<file path="src/rtl/qdec_cabac_package.sv">
// Shared types and constants for the CABAC transform-unit sequencer.
// The residual iteration order follows the bit order of the chroma mask.
package qdec_cabac_package;

   typedef enum logic [2:0] {
      ST_IDLE  = 3'd0,
      ST_EVAL  = 3'd1,
      ST_DQP   = 3'd2,
      ST_CQP   = 3'd3,
      ST_RES_Y = 3'd4,
      ST_RES_C = 3'd5,
      ST_DONE  = 3'd6
   } t_state_tu_seq;

   typedef enum logic [1:0] {
      SUB_DQP = 2'd0,
      SUB_CQP = 2'd1,
      SUB_RES = 2'd2
   } t_sub_sel;

   localparam logic [1:0] CHROMA_400 = 2'd0;
   localparam logic [1:0] CHROMA_420 = 2'd1;
   localparam logic [1:0] CHROMA_422 = 2'd2;
   localparam logic [1:0] CHROMA_444 = 2'd3;

   localparam logic [1:0] CIDX_Y  = 2'd0;
   localparam logic [1:0] CIDX_CB = 2'd1;
   localparam logic [1:0] CIDX_CR = 2'd2;

   typedef struct packed {
      logic [1:0] chroma_format_idc;
      logic [2:0] log2_size;
      logic [1:0] blk_idx;
      logic       cbf_luma;
      logic [1:0] cbf_cb;
      logic [1:0] cbf_cr;
      logic [1:0] parent_cbf_cb;
      logic [1:0] parent_cbf_cr;
      logic       bypass;
      logic       dqp_en;
      logic       dqp_coded;
      logic       cqp_en;
      logic       cqp_coded;
   } t_tu_cfg;

   // Mask bits are {Cr1,Cr0,Cb1,Cb0}; lowest set bit is decoded next.
   function automatic logic [1:0] first_set(input logic [3:0] m);
      if (m[0])      first_set = 2'd0;
      else if (m[1]) first_set = 2'd1;
      else if (m[2]) first_set = 2'd2;
      else           first_set = 2'd3;
   endfunction

endpackage

</file>
<file path="src/rtl/qdec_tu_chroma_plan.sv">
// Combinational chroma planner: turns the latched TU configuration into the
// chroma residual mask, chroma block size, cbfChroma and configuration error.
module qdec_tu_chroma_plan
   import qdec_cabac_package::*;
#(
   parameter int unsigned MAX_LOG2_TB = 5,
   parameter bit          SUPPORT_422 = 1'b1,
   parameter bit          SUPPORT_444 = 1'b1
) (
   input  logic [1:0] chroma_format_idc,
   input  logic [2:0] log2_size,
   input  logic [1:0] blk_idx,
   input  logic [1:0] cbf_cb,
   input  logic [1:0] cbf_cr,
   input  logic [1:0] parent_cbf_cb,
   input  logic [1:0] parent_cbf_cr,
   output logic [3:0] chroma_mask,
   output logic [2:0] log2_c,
   output logic       cbf_chroma,
   output logic       cfg_err
);

   localparam logic [2:0] MAX_LOG2 = 3'(MAX_LOG2_TB);

   logic [3:0] cbf_bits;
   logic       sub1_en;

   always_comb begin
      cbf_bits    = '0;
      chroma_mask = '0;
      log2_c      = log2_size;
      sub1_en     = (chroma_format_idc == CHROMA_422);
      cfg_err     = (log2_size < 3'd2) || (log2_size > MAX_LOG2) ||
                    ((chroma_format_idc == CHROMA_422) && !SUPPORT_422) ||
                    ((chroma_format_idc == CHROMA_444) && !SUPPORT_444);
      case (chroma_format_idc)
         CHROMA_444: begin
            cbf_bits    = {1'b0, cbf_cr[0], 1'b0, cbf_cb[0]};
            chroma_mask = cbf_bits;
         end
         CHROMA_420, CHROMA_422: begin
            if (log2_size > 3'd2) begin
               log2_c      = log2_size - 3'd1;
               cbf_bits    = {cbf_cr[1] & sub1_en, cbf_cr[0], cbf_cb[1] & sub1_en, cbf_cb[0]};
               chroma_mask = cbf_bits;
            end else begin
               // 4x4 luma: chroma of the parent is decoded once, with the last quadrant
               log2_c   = 3'd2;
               cbf_bits = {parent_cbf_cr[1] & sub1_en, parent_cbf_cr[0],
                           parent_cbf_cb[1] & sub1_en, parent_cbf_cb[0]};
               if (blk_idx == 2'd3) chroma_mask = cbf_bits;
            end
         end
         default: ;
      endcase
      cbf_chroma = |cbf_bits;
      if (cfg_err) begin
         chroma_mask = '0;
         cbf_chroma  = 1'b0;
      end
   end

endmodule

</file>
<file path="src/rtl/qdec_tu_seq.sv">
// Transform-unit sequencer: walks transform_unit() syntax order and drives the
// shared DQP/CQP/residual sub-decoders through a start/done handshake.
//
// state    | meaning
// ---------+-------------------------------------------------------------
// IDLE     | waiting for tu_start; cfg latched on accept
// EVAL     | latched cfg evaluated, error check, first sub-decode chosen
// DQP      | delta QP sub-decode in flight
// CQP      | chroma QP offset sub-decode in flight
// RES_Y    | luma residual in flight
// RES_C    | chroma residuals in flight, iterating the chroma mask
// DONE     | completion pulse, back to IDLE
module qdec_tu_seq
   import qdec_cabac_package::*;
#(
   parameter int unsigned MAX_LOG2_TB = 5,
   parameter bit          SUPPORT_422 = 1'b1,
   parameter bit          SUPPORT_444 = 1'b1
) (
   input  logic       clk,
   input  logic       rst_n,
   input  logic       tu_start,
   input  logic       tu_abort,
   input  logic [1:0] chroma_format_idc,
   input  logic [2:0] log2TrafoSize,
   input  logic [1:0] blkIdx,
   input  logic       cbf_luma,
   input  logic [1:0] cbf_cb,
   input  logic [1:0] cbf_cr,
   input  logic [1:0] parent_cbf_cb,
   input  logic [1:0] parent_cbf_cr,
   input  logic       cu_transquant_bypass_flag,
   input  logic       cu_qp_delta_enabled_flag,
   input  logic       IsCuQpDeltaCoded,
   input  logic       cu_chroma_qp_offset_enabled_flag,
   input  logic       IsCuChromaQpOffsetCoded,
   output logic       sub_start,
   output logic [1:0] sub_sel,
   output logic [1:0] res_cidx,
   output logic [2:0] res_log2size,
   output logic       res_subblk,
   input  logic       sub_done,
   output logic       dqp_coded_set,
   output logic       cqp_coded_set,
   output logic [2:0] res_blk_cnt,
   output logic       tu_busy,
   output logic       cfg_err,
   output logic       tu_done_intr
);

   t_state_tu_seq state_q, state_d;
   t_tu_cfg       cfg_q, cfg_d;
   t_sub_sel      sub_sel_q, sub_sel_d;
   logic          sub_start_q, sub_start_d;
   logic [1:0]    res_cidx_q, res_cidx_d;
   logic [2:0]    res_log2size_q, res_log2size_d;
   logic          res_subblk_q, res_subblk_d;
   logic          dqp_set_q, dqp_set_d;
   logic          cqp_set_q, cqp_set_d;
   logic [2:0]    blk_cnt_q, blk_cnt_d;
   logic          busy_q, busy_d;
   logic          cfg_err_q, cfg_err_d;
   logic          done_q, done_d;
   logic [3:0]    mask_q, mask_d;

   logic [3:0]    plan_mask;
   logic [2:0]    plan_log2c;
   logic          plan_cbf_chroma;
   logic          plan_err;

   qdec_tu_chroma_plan #(
      .MAX_LOG2_TB (MAX_LOG2_TB),
      .SUPPORT_422 (SUPPORT_422),
      .SUPPORT_444 (SUPPORT_444)
   ) u_plan (
      .chroma_format_idc (cfg_q.chroma_format_idc),
      .log2_size         (cfg_q.log2_size),
      .blk_idx           (cfg_q.blk_idx),
      .cbf_cb            (cfg_q.cbf_cb),
      .cbf_cr            (cfg_q.cbf_cr),
      .parent_cbf_cb     (cfg_q.parent_cbf_cb),
      .parent_cbf_cr     (cfg_q.parent_cbf_cr),
      .chroma_mask       (plan_mask),
      .log2_c            (plan_log2c),
      .cbf_chroma        (plan_cbf_chroma),
      .cfg_err           (plan_err)
   );

   logic          need_dqp, need_cqp, done_ok;
   t_state_tu_seq res_nxt, cqp_nxt, dqp_nxt, eval_nxt;

   // Priority chain, entered at different depths from EVAL, DQP and CQP
   always_comb begin
      need_dqp = cfg_q.dqp_en & ~cfg_q.dqp_coded;
      need_cqp = cfg_q.cqp_en & plan_cbf_chroma & ~cfg_q.bypass & ~cfg_q.cqp_coded;
      res_nxt  = cfg_q.cbf_luma ? ST_RES_Y : ((|plan_mask) ? ST_RES_C : ST_DONE);
      cqp_nxt  = need_cqp ? ST_CQP : res_nxt;
      dqp_nxt  = need_dqp ? ST_DQP : cqp_nxt;
      eval_nxt = (cfg_q.cbf_luma | plan_cbf_chroma) ? dqp_nxt : ST_DONE;
      done_ok  = sub_done & ~sub_start_q;
   end

   logic          enter;
   t_state_tu_seq enter_st;
   logic          do_pick;
   logic [3:0]    pick_src;
   logic [1:0]    pick_idx;

   always_comb begin
      state_d        = state_q;
      cfg_d          = cfg_q;
      sub_start_d    = 1'b0;
      sub_sel_d      = sub_sel_q;
      res_cidx_d     = res_cidx_q;
      res_log2size_d = res_log2size_q;
      res_subblk_d   = res_subblk_q;
      dqp_set_d      = 1'b0;
      cqp_set_d      = 1'b0;
      blk_cnt_d      = blk_cnt_q;
      cfg_err_d      = cfg_err_q;
      mask_d         = mask_q;
      enter          = 1'b0;
      enter_st       = ST_IDLE;
      do_pick        = 1'b0;
      pick_src       = plan_mask;
      pick_idx       = 2'd0;

      case (state_q)
         ST_IDLE: begin
            if (tu_start) begin
               state_d   = ST_EVAL;
               cfg_d     = '{chroma_format_idc, log2TrafoSize, blkIdx, cbf_luma,
                             cbf_cb, cbf_cr, parent_cbf_cb, parent_cbf_cr,
                             cu_transquant_bypass_flag, cu_qp_delta_enabled_flag,
                             IsCuQpDeltaCoded, cu_chroma_qp_offset_enabled_flag,
                             IsCuChromaQpOffsetCoded};
               blk_cnt_d = '0;
               cfg_err_d = 1'b0;
            end
         end
         ST_EVAL: begin
            enter = 1'b1;
            if (plan_err) begin
               cfg_err_d = 1'b1;
               enter_st  = ST_DONE;
            end else begin
               enter_st  = eval_nxt;
            end
         end
         ST_DQP: begin
            if (done_ok) begin
               dqp_set_d = 1'b1;
               enter     = 1'b1;
               enter_st  = cqp_nxt;
            end
         end
         ST_CQP: begin
            if (done_ok) begin
               cqp_set_d = 1'b1;
               enter     = 1'b1;
               enter_st  = res_nxt;
            end
         end
         ST_RES_Y: begin
            if (done_ok) begin
               blk_cnt_d = blk_cnt_q + 3'd1;
               enter     = 1'b1;
               enter_st  = (|plan_mask) ? ST_RES_C : ST_DONE;
            end
         end
         ST_RES_C: begin
            if (done_ok) begin
               blk_cnt_d = blk_cnt_q + 3'd1;
               if (|mask_q) begin
                  do_pick  = 1'b1;
                  pick_src = mask_q;
               end else begin
                  state_d  = ST_DONE;
               end
            end
         end
         ST_DONE: state_d = ST_IDLE;
         default: state_d = ST_IDLE;
      endcase

      if (enter) begin
         state_d = enter_st;
         case (enter_st)
            ST_DQP: begin
               sub_start_d = 1'b1;
               sub_sel_d   = SUB_DQP;
            end
            ST_CQP: begin
               sub_start_d = 1'b1;
               sub_sel_d   = SUB_CQP;
            end
            ST_RES_Y: begin
               sub_start_d    = 1'b1;
               sub_sel_d      = SUB_RES;
               res_cidx_d     = CIDX_Y;
               res_log2size_d = cfg_q.log2_size;
               res_subblk_d   = 1'b0;
            end
            ST_RES_C: begin
               do_pick  = 1'b1;
               pick_src = plan_mask;
            end
            default: ;
         endcase
      end

      if (do_pick) begin
         pick_idx       = first_set(pick_src);
         sub_start_d    = 1'b1;
         sub_sel_d      = SUB_RES;
         res_cidx_d     = pick_idx[1] ? CIDX_CR : CIDX_CB;
         res_subblk_d   = pick_idx[0];
         res_log2size_d = plan_log2c;
         mask_d         = pick_src & ~(4'b0001 << pick_idx);
      end

      // Abort wins over everything, including a coincident sub_done or tu_start
      if (tu_abort) begin
         state_d        = ST_IDLE;
         cfg_d          = cfg_q;
         sub_start_d    = 1'b0;
         sub_sel_d      = sub_sel_q;
         res_cidx_d     = res_cidx_q;
         res_log2size_d = res_log2size_q;
         res_subblk_d   = res_subblk_q;
         dqp_set_d      = 1'b0;
         cqp_set_d      = 1'b0;
         blk_cnt_d      = blk_cnt_q;
         cfg_err_d      = cfg_err_q;
         mask_d         = mask_q;
      end

      done_d = (state_d == ST_DONE);
      busy_d = (state_d != ST_IDLE);
   end

   always_ff @(posedge clk or negedge rst_n) begin
      if (!rst_n) begin
         state_q        <= ST_IDLE;
         cfg_q          <= '0;
         sub_start_q    <= 1'b0;
         sub_sel_q      <= SUB_DQP;
         res_cidx_q     <= '0;
         res_log2size_q <= '0;
         res_subblk_q   <= 1'b0;
         dqp_set_q      <= 1'b0;
         cqp_set_q      <= 1'b0;
         blk_cnt_q      <= '0;
         busy_q         <= 1'b0;
         cfg_err_q      <= 1'b0;
         done_q         <= 1'b0;
         mask_q         <= '0;
      end else begin
         state_q        <= state_d;
         cfg_q          <= cfg_d;
         sub_start_q    <= sub_start_d;
         sub_sel_q      <= sub_sel_d;
         res_cidx_q     <= res_cidx_d;
         res_log2size_q <= res_log2size_d;
         res_subblk_q   <= res_subblk_d;
         dqp_set_q      <= dqp_set_d;
         cqp_set_q      <= cqp_set_d;
         blk_cnt_q      <= blk_cnt_d;
         busy_q         <= busy_d;
         cfg_err_q      <= cfg_err_d;
         done_q         <= done_d;
         mask_q         <= mask_d;
      end
   end

   assign sub_start     = sub_start_q;
   assign sub_sel       = sub_sel_q;
   assign res_cidx      = res_cidx_q;
   assign res_log2size  = res_log2size_q;
   assign res_subblk    = res_subblk_q;
   assign dqp_coded_set = dqp_set_q;
   assign cqp_coded_set = cqp_set_q;
   assign res_blk_cnt   = blk_cnt_q;
   assign tu_busy       = busy_q;
   assign cfg_err       = cfg_err_q;
   assign tu_done_intr  = done_q;

endmodule

</file>
<file path="config.mk">
export PLATFORM = sky130hd
export DESIGN_NAME = qdec_tu_seq
export DESIGN_NICKNAME = d
export VERILOG_FILES = /design/src/rtl/qdec_cabac_package.sv /design/src/rtl/qdec_tu_chroma_plan.sv /design/src/rtl/qdec_tu_seq.sv
export SDC_FILE = /design/constraint.sdc
export NUM_CORES = 1
export LEC_CHECK = 0
export CAP_MARGIN = 20
export CORE_MARGIN = 8
export CORE_UTILIZATION = 53
export CTS_CLUSTER_DIAMETER = 40
export CTS_CLUSTER_SIZE = 20
export DETAILED_ROUTE_END_ITERATION = 6
export GPL_TIMING_DRIVEN = 0
export PLACE_DENSITY = 0.8
export SLEW_MARGIN = 15
export SYNTH_ARGS = -nofsm -noshare
export SYNTH_HDL_FRONTEND = slang
export SYNTH_SLANG_ARGS = --single-unit
</file>
<file path="constraint.sdc">
create_clock -name clk -period 5.5 [get_ports clk]
set_clock_uncertainty 0.1 [all_clocks]
set_input_delay 0.825 -clock clk [delete_from_list [all_inputs] [get_ports clk]]
set_output_delay 0.825 -clock clk [all_outputs]
set_load 0.1 [all_outputs]
</file>
==> impl_metrics.yaml, run 1 <==
setup_path:
  critPathMaxFanout: 7
  reg2reg_from: "cfg_q[16]"
  cp_top_family: "simple AND/OR/NAND/NOR gates"
  regToRegSetupSlack_ns: 2.38
  startpoint_type: "input port"
  crit_top_cell: "nand4_1"
  crit_arrival_ns: 3.44
  end_kind: "flip-flop"
  critical_path.slowest_cell: "clkdlybuf4s50_1"
  cp_slowest_stage_delay_ns: 0.49
  startpoint: "sub_done"
  path_buf_inv: 1
  cp_cell_sequence: "clkdlybuf4s50_1, nor2b_1, nand4_1, nand4_1, a2bb2oi_1, and3b_1, nand2_1, a211o_1, a32o_1"
  r2r_cells: 11
  r2r_end: "res_log2size[1]"
  required_ns: 5.60
  path_class: "input port to flip-flop"
sta:
  grt_setup_unrepaired: "false"
  finalSetupViolations: 0
  tns_ns: 0
  finalCriticalPeriod_ns: 3.342
  slew_viol_final: 0
  slew_headroom: 0.3514
  fmax_mhz: 299.3
  tightest_slew_ns: 0.9698
  finalHoldViolCount: 0
  fin_crit_sh: 0.6076
synthesis:
  synth_nets: 288
  synth_area_per_cell_um2: 10.03
  synthDistinctLibCells: 61
  synth-seq-cells: 45
  async_flop_share: 1.000
  synth_edf_count: 0
  syn-instance-count: 255
  yosysSeqAreaShare: 0.4401
  yosys_warnings: 0
  synth_ff_type: "dfrtp_1"
  netlist_area_mm2: 0.002559
hold_path:
  hold_depth: 2
  hold_path_end: "res_cidx[0]"
  min_from: "res_cidx[0]"
  hold_class: "flip-flop to flip-flop"
placement:
  dp_hpwl_um: 4441
  gp_congestion: 0.9112
  numPortBuffers: 42
route:
  firstDrtPassIters: 4
  vias: 2137
  viasPerCell: 5.936
  initialDrtViolationCount: 94
  ant_nets: 0
  wl_per_cell_um: 15.85
  routed_wl_um: 5706
  drc: 0
clock_tree:
  clockBufferDepth: 2
  cts_hold_buffers: 0
  cts_tree: "done"
  path_clk_slew_ns: 0.08
  clock_latency_ns: 0.30
  cts_max_level: 2
  numCtsBuffers: 5
  ctsResizeCount: 0
  post_cts_buffers: 0
  clockRootBuffer: "clkbuf_8"
  cts.sinks: 45
cells_and_area:
  nNetsFinal: 338
  syn2layout_area_growth_pct: 23.91
  layout-drive-gt1-share: 0.1405
  diodes: 0
die:
  start_util: 0.5453
  core_mm2: 0.004692
  num_rows: 25
  die_y_um: 85.48
  die-area_mm2: 0.007307
  dieWidth_um: 85.48
  ios: 43
power:
  p_leak_nw: 1.323
  powerDensity_mw_per_mm2: 590.1
  ir_drop_mv: 0.3179
  power_mw: 1.871
global_route:
  gr-usage-all-layers: 0.1674
  grt_max_degree: 26
  grt_pass1_wl_um: 9963
  grt_pass1_vias: 2104
  antenna_found_initial: 0
  grt_overflow: 0
flow_run:
  maxCapViolations: 0
status:
  status: "complete, no violations"
## through the flow
step                      std cells  area (um2)  hold WS (ns)  utilization  setup slack [ns]
after floorplan                 255        2559        0.3589            -             2.766
after global placement          351        3047        0.3641       0.6493             1.937
after detailed placement        352        3069        0.3732       0.6541             1.911
after CTS                       360        3171        0.3920       0.6757             2.217
after global routing            360        3171        0.4100       0.6757             2.062
final                           360        3171        0.3814       0.6757             2.158
## worst max path at each step
stage	end	depth (start not counted)	slack [ns]
after floorplan	res_log2size[1]	11	2.77
after global placement	mask_q[3]	9	1.94
after detailed placement	mask_q[3]	9	1.91
after CTS	mask_q[3]	9	2.22
after global routing	mask_q[3]	9	2.06
final	mask_q[3]	9	2.16
## layout make-up
class,count,area [um2]
clock buffer,7,96.34
multi-input combinational,188,1343
clock inverter,1,5.005
tap,54,67.56
inverter,10,37.54
fill,401,1521
sequential,45,1126
buffer,12,52.55
timing repair buffer,43,442.9
## cells in the final DEF (no fill, tap or decap), types with 6 or more instances in the layout
cell	synthesis	layout
nor2b_1	6	6
nand3_1	7	7
o21ai_0	11	11
clkbuf_8	0	7
inv_1	10	10
clkbuf_1	9	9
dfrtp_1	45	45
clkdlybuf4s50_1	0	41
mux2_2	22	22
nand2_1	16	16
a21oi_1	12	12
nor2_1	22	22
nand4_1	6	6
ha_1	7	7
nor4_1	6	6
## flip-flops by register name, summed over array words and instances, names as in the netlist, 2 cells and up
name,flops
res_log2size,3
res_blk_cnt,3
sub_sel,2
state_q,3
mask_q,4
cfg_q,21
res_cidx,2
## worst min-delay path, stage by stage, from the launching register on
cell	delay, ns
dfrtp_1	0.35
nand2_1	0.05
o31ai_1	0.05
## per-layer routing
layer	up-vias	share of wire	wire length (um)	GRT usage
met3	11	0.057	323	0.04826
met2	71	0.45	2595	0.2638
li1	1042	-	-	-
met5	-	0	0	0
met4	0	0.024	136	0.06369
met1	1013	0.46	2651	0.2107
## synthesized netlist by cell type (3+ instances only)
cell,n,area share
nor4_1,6,0.015
dfrtp_1,45,0.44
nor3_1,5,0.0098
mux2_2,22,0.097
nand3_1,7,0.014
o31ai_1,4,0.012
a21oi_1,12,0.023
nand2b_1,5,0.012
inv_1,10,0.015
o21a_1,3,0.0088
clkbuf_1,9,0.013
nand2_1,16,0.023
o21ai_0,11,0.022
nor2b_1,6,0.015
nand4_1,6,0.015
ha_1,7,0.034
o31a_1,4,0.014
nor2_1,22,0.032
## logic make-up (layout without fill, tap and decap cells)
logic type	count (synthesis)	after routing	share of synthesized area
and+or+nand+nor	94	94	0.2025
adders and majority gates	7	7	0.03423
buffers and inverters	22	73	0.03521
DFF	45	45	0.4401
AOI/OAI and AO/OA	63	63	0.1839
muxes	23	23	0.1007
xor gates and xnor gates	1	1	0.003424
## report_power, final
group	internal, mW	leakage (nW)	switching, mW
clock	0.114	0.0542	0.109
sequential	0.453	0.567	0.110
combinational	0.382	0.702	0.703
total	0.949	1.32	0.922
(Power assumes the default switching activity.)
==> inputs of run 2 (changes only) <==
clock period = 3.4 ns   (was 5.5 ns; I/O delays follow)
==> results of run 2 <==
The final DEF is identical to that of run 1. Status: complete, no violations.
Main changes from that run: setup slack after placement 1.911 ns -> 0.1261 ns; setup slack after layout 2.158 ns -> 0.2845 ns; hold slack 0.3814 ns -> 0.07238 ns; start point of the critical path sub_done -> cfg_q[16]; end point of the critical path mask_q[3] -> res_log2size[1]; register-to-register setup slack 2.38 ns -> 0.28 ns; total power 1.871 mW -> 3.026 mW; worst IR drop on VDD 0.3179 mV -> 0.5143 mV
==> inputs of run 3 (changes only) <==
ABC_CLOCK_PERIOD_IN_PS = 3400   (was default)
REMOVE_ABC_BUFFERS = 1   (was default)
SETUP_SLACK_MARGIN = 0.2   (was default)
==> run 3 against run 2 <==
Via count fell by 2.0%. Critical path depth fell by 1. Final cell count fell by 3.1%. Sequential power rose by 5.8%. Power rose by 0.33%. Hold slack improved by 0.021 ns. Flip-flop and latch count did not move. Worst setup slack improved by 0.0069 ns.
==> impl_metrics.yaml, run 3 (synthesis gave the netlist of run 1 again) <==
setup_path:
  cp.depth: 10
  cp_cell_sequence: "inv_1, ha_1, and2b_4, nand4bb_1, a32oi_2, o31a_1, or2_1, o31a_2, a211o_1, a32o_1"
  r2r_cells: 10
  required_ns: 3.49
  path_buf_inv: 1
  reg2reg_from: "cfg_q[16]"
  r2r_end: "mask_q[3]"
  regToRegSetupSlack_ns: 0.29
  startpoint: "cfg_q[16]"
  cp_slowest_stage_delay_ns: 0.47
  crit_arrival_ns: 3.20
  end_kind: "flip-flop"
  cp_top_family: "compound AO/OA/AOI/OAI gates"
  critical_path.slowest_cell: "dfrtp_1"
  path_class: "flip-flop to flip-flop"
  startpoint_type: "flip-flop"
  critPathMaxFanout: 13
  cp-endpoint: "mask_q[3]"
die:
  dieWidth_um: 85.48
  num_rows: 25
  ios: 43
  start_util: 0.5453
  die_y_um: 85.48
  core_mm2: 0.004692
  die-area_mm2: 0.007307
route:
  firstDrtPassIters: 4
  ant_nets: 0
  initialDrtViolationCount: 118
  vias: 2094
  routed_wl_um: 5532
  viasPerCell: 6.000
  drc: 0
  wl_per_cell_um: 15.85
power:
  power_frac_seq: 0.318
  power_frac_comb: 0.574
  p_leak_nw: 1.305
  p_switching_mw: 1.491
  pwr-share-clk: 0.108
  power_mw: 3.036
  cellInternalPower_mw: 1.546
  ir_drop_mv: 0.4384
  p_sw_frac: 0.4909
  powerDensity_mw_per_mm2: 968.7
cells_and_area:
  syn2layout_area_growth_pct: 22.49
  regMostFlops: "cfg_q"
  largest_reg_flops: 21
  layout-drive-gt1-share: 0.1559
  final_common_cell: "dfrtp_1"
  nNetsFinal: 328
  reg_top3: "cfg_q: 21 flops, mask_q: 4 flops"
  fin_area_mm2: 0.003134
  diodes: 0
  most-common-layout-cells: "dfrtp_1 (45), clkdlybuf4s50_1 (41), nor2_1 (22), mux2_2 (22), nand2_1 (16)"
global_route:
  antenna_found_initial: 0
  gr-usage-all-layers: 0.1601
  grt_pass1_wl_um: 9487
  grt_pass1_vias: 2045
  grt_overflow: 0
  grt_max_degree: 24
placement:
  numPortBuffers: 42
  placed_area_mm2: 0.003017
  dp_hpwl_um: 4107
  gp_congestion: 0.8530
sta:
  tns_ns: 0
  tightest_slew_ns: 0.9743
  finalCriticalPeriod_ns: 3.109
  grt_setup_unrepaired: "true"
  slew_viol_final: 0
  fmax_mhz: 321.7
  finalSetupViolations: 0
  fin_crit_sh: 0.9143
  slew_headroom: 0.3484
  finalHoldViolCount: 0
clock_tree:
  clock_latency_ns: 0.30
  cts_max_level: 2
  path_clk_slew_ns: 0.08
  cts_hold_buffers: 0
  cts_tree: "done"
  clockRootBuffer: "clkbuf_8"
  cts.sinks: 45
  clockBufferDepth: 2
  numCtsBuffers: 5
hold_path:
  hold_class: "input port to asynchronous set/reset pin"
flow_run:
  maxCapViolations: 0
status:
  status: "complete, no violations"
## run 3: cell count changes in the layout (fill, tap and decap cells not counted), sizes merged
cell / change
buf: -1
clkbuf: -9
clkinv: -1
## run 3: power by group through the flow
| stage | Sequential (mW) | Combinational, mW | Clock (mW) |
|---|---|---|---|
| floorplan | 1.32 | 0.910 | 0 |
| finish | 0.964 | 1.74 | 0.329 |
| global placement | 0.961 | 1.63 | 0 |
| global route | 0.997 | 1.89 | 0.366 |
| CTS | 0.961 | 1.67 | 0.339 |
| detailed placement | 0.972 | 1.66 | 0 |
## run 3: worst reg2reg max path, delay by kind of cell, from the launching register on
family,cells,cell delay (ns)
adder cells (fa/ha/maj),1,0.22
AO/OA/AOI/OAI,5,1.43
flip-flops,1,0.47
buffers and inverters,1,0.11
AND/OR/NAND/NOR,3,0.69
## run 3: area by class of cell
class | instances | area [um2]
clock buffers | 7 | 86.33
fillers | 396 | 1558
inverters | 10 | 37.54
multi-input cells | 188 | 1359
flip-flops and latches | 45 | 1126
well taps | 54 | 67.56
repair buffers | 45 | 457.9
## run 3: how the worst min path moves through the flow
| stage | start | end | depth (start not counted) | slack [ns] |
|---|---|---|---|---|
| finish | rst_n | cfg_q[8] | 1 | 0.09 |
| global placement | res_cidx[0] | res_cidx[0] | 2 | 0.36 |
| global route | rst_n | cfg_q[20] | 1 | 0.13 |
| CTS | rst_n | cfg_q[8] | 1 | 0.11 |
| floorplan | rst_n | cfg_err | 0 | 0.11 |
| detailed placement | res_cidx[0] | res_cidx[0] | 2 | 0.37 |
## run 3: per-stage QoR
stage	hold slack (ns)	utilization	std cells	setup WS (ns)
after floorplan	0.1144	-	243	0.5798
after global placement	0.3642	0.6381	339	0.1233
after detailed placement	0.3696	0.6429	340	0.1150
after CTS	0.1060	0.6613	347	0.2122
after global routing	0.1252	0.6680	349	0.1399
final	0.09291	0.6680	349	0.2915
## run 3: layer usage
metal / track usage / up-vias / wire length (um)
li1: - / 1019 / -
met1: 0.2022 / 991 / 2444
met2: 0.2525 / 77 / 2600
met3: 0.04537 / 7 / 406
met4: 0.06051 / 0 / 80
met5: 0 / - / 0
## run 3: timing repair
item                       in CTS  in global routing
resized for setup               0                  4
setup endpoints to repair       0                  9
buffers inserted                0                  2
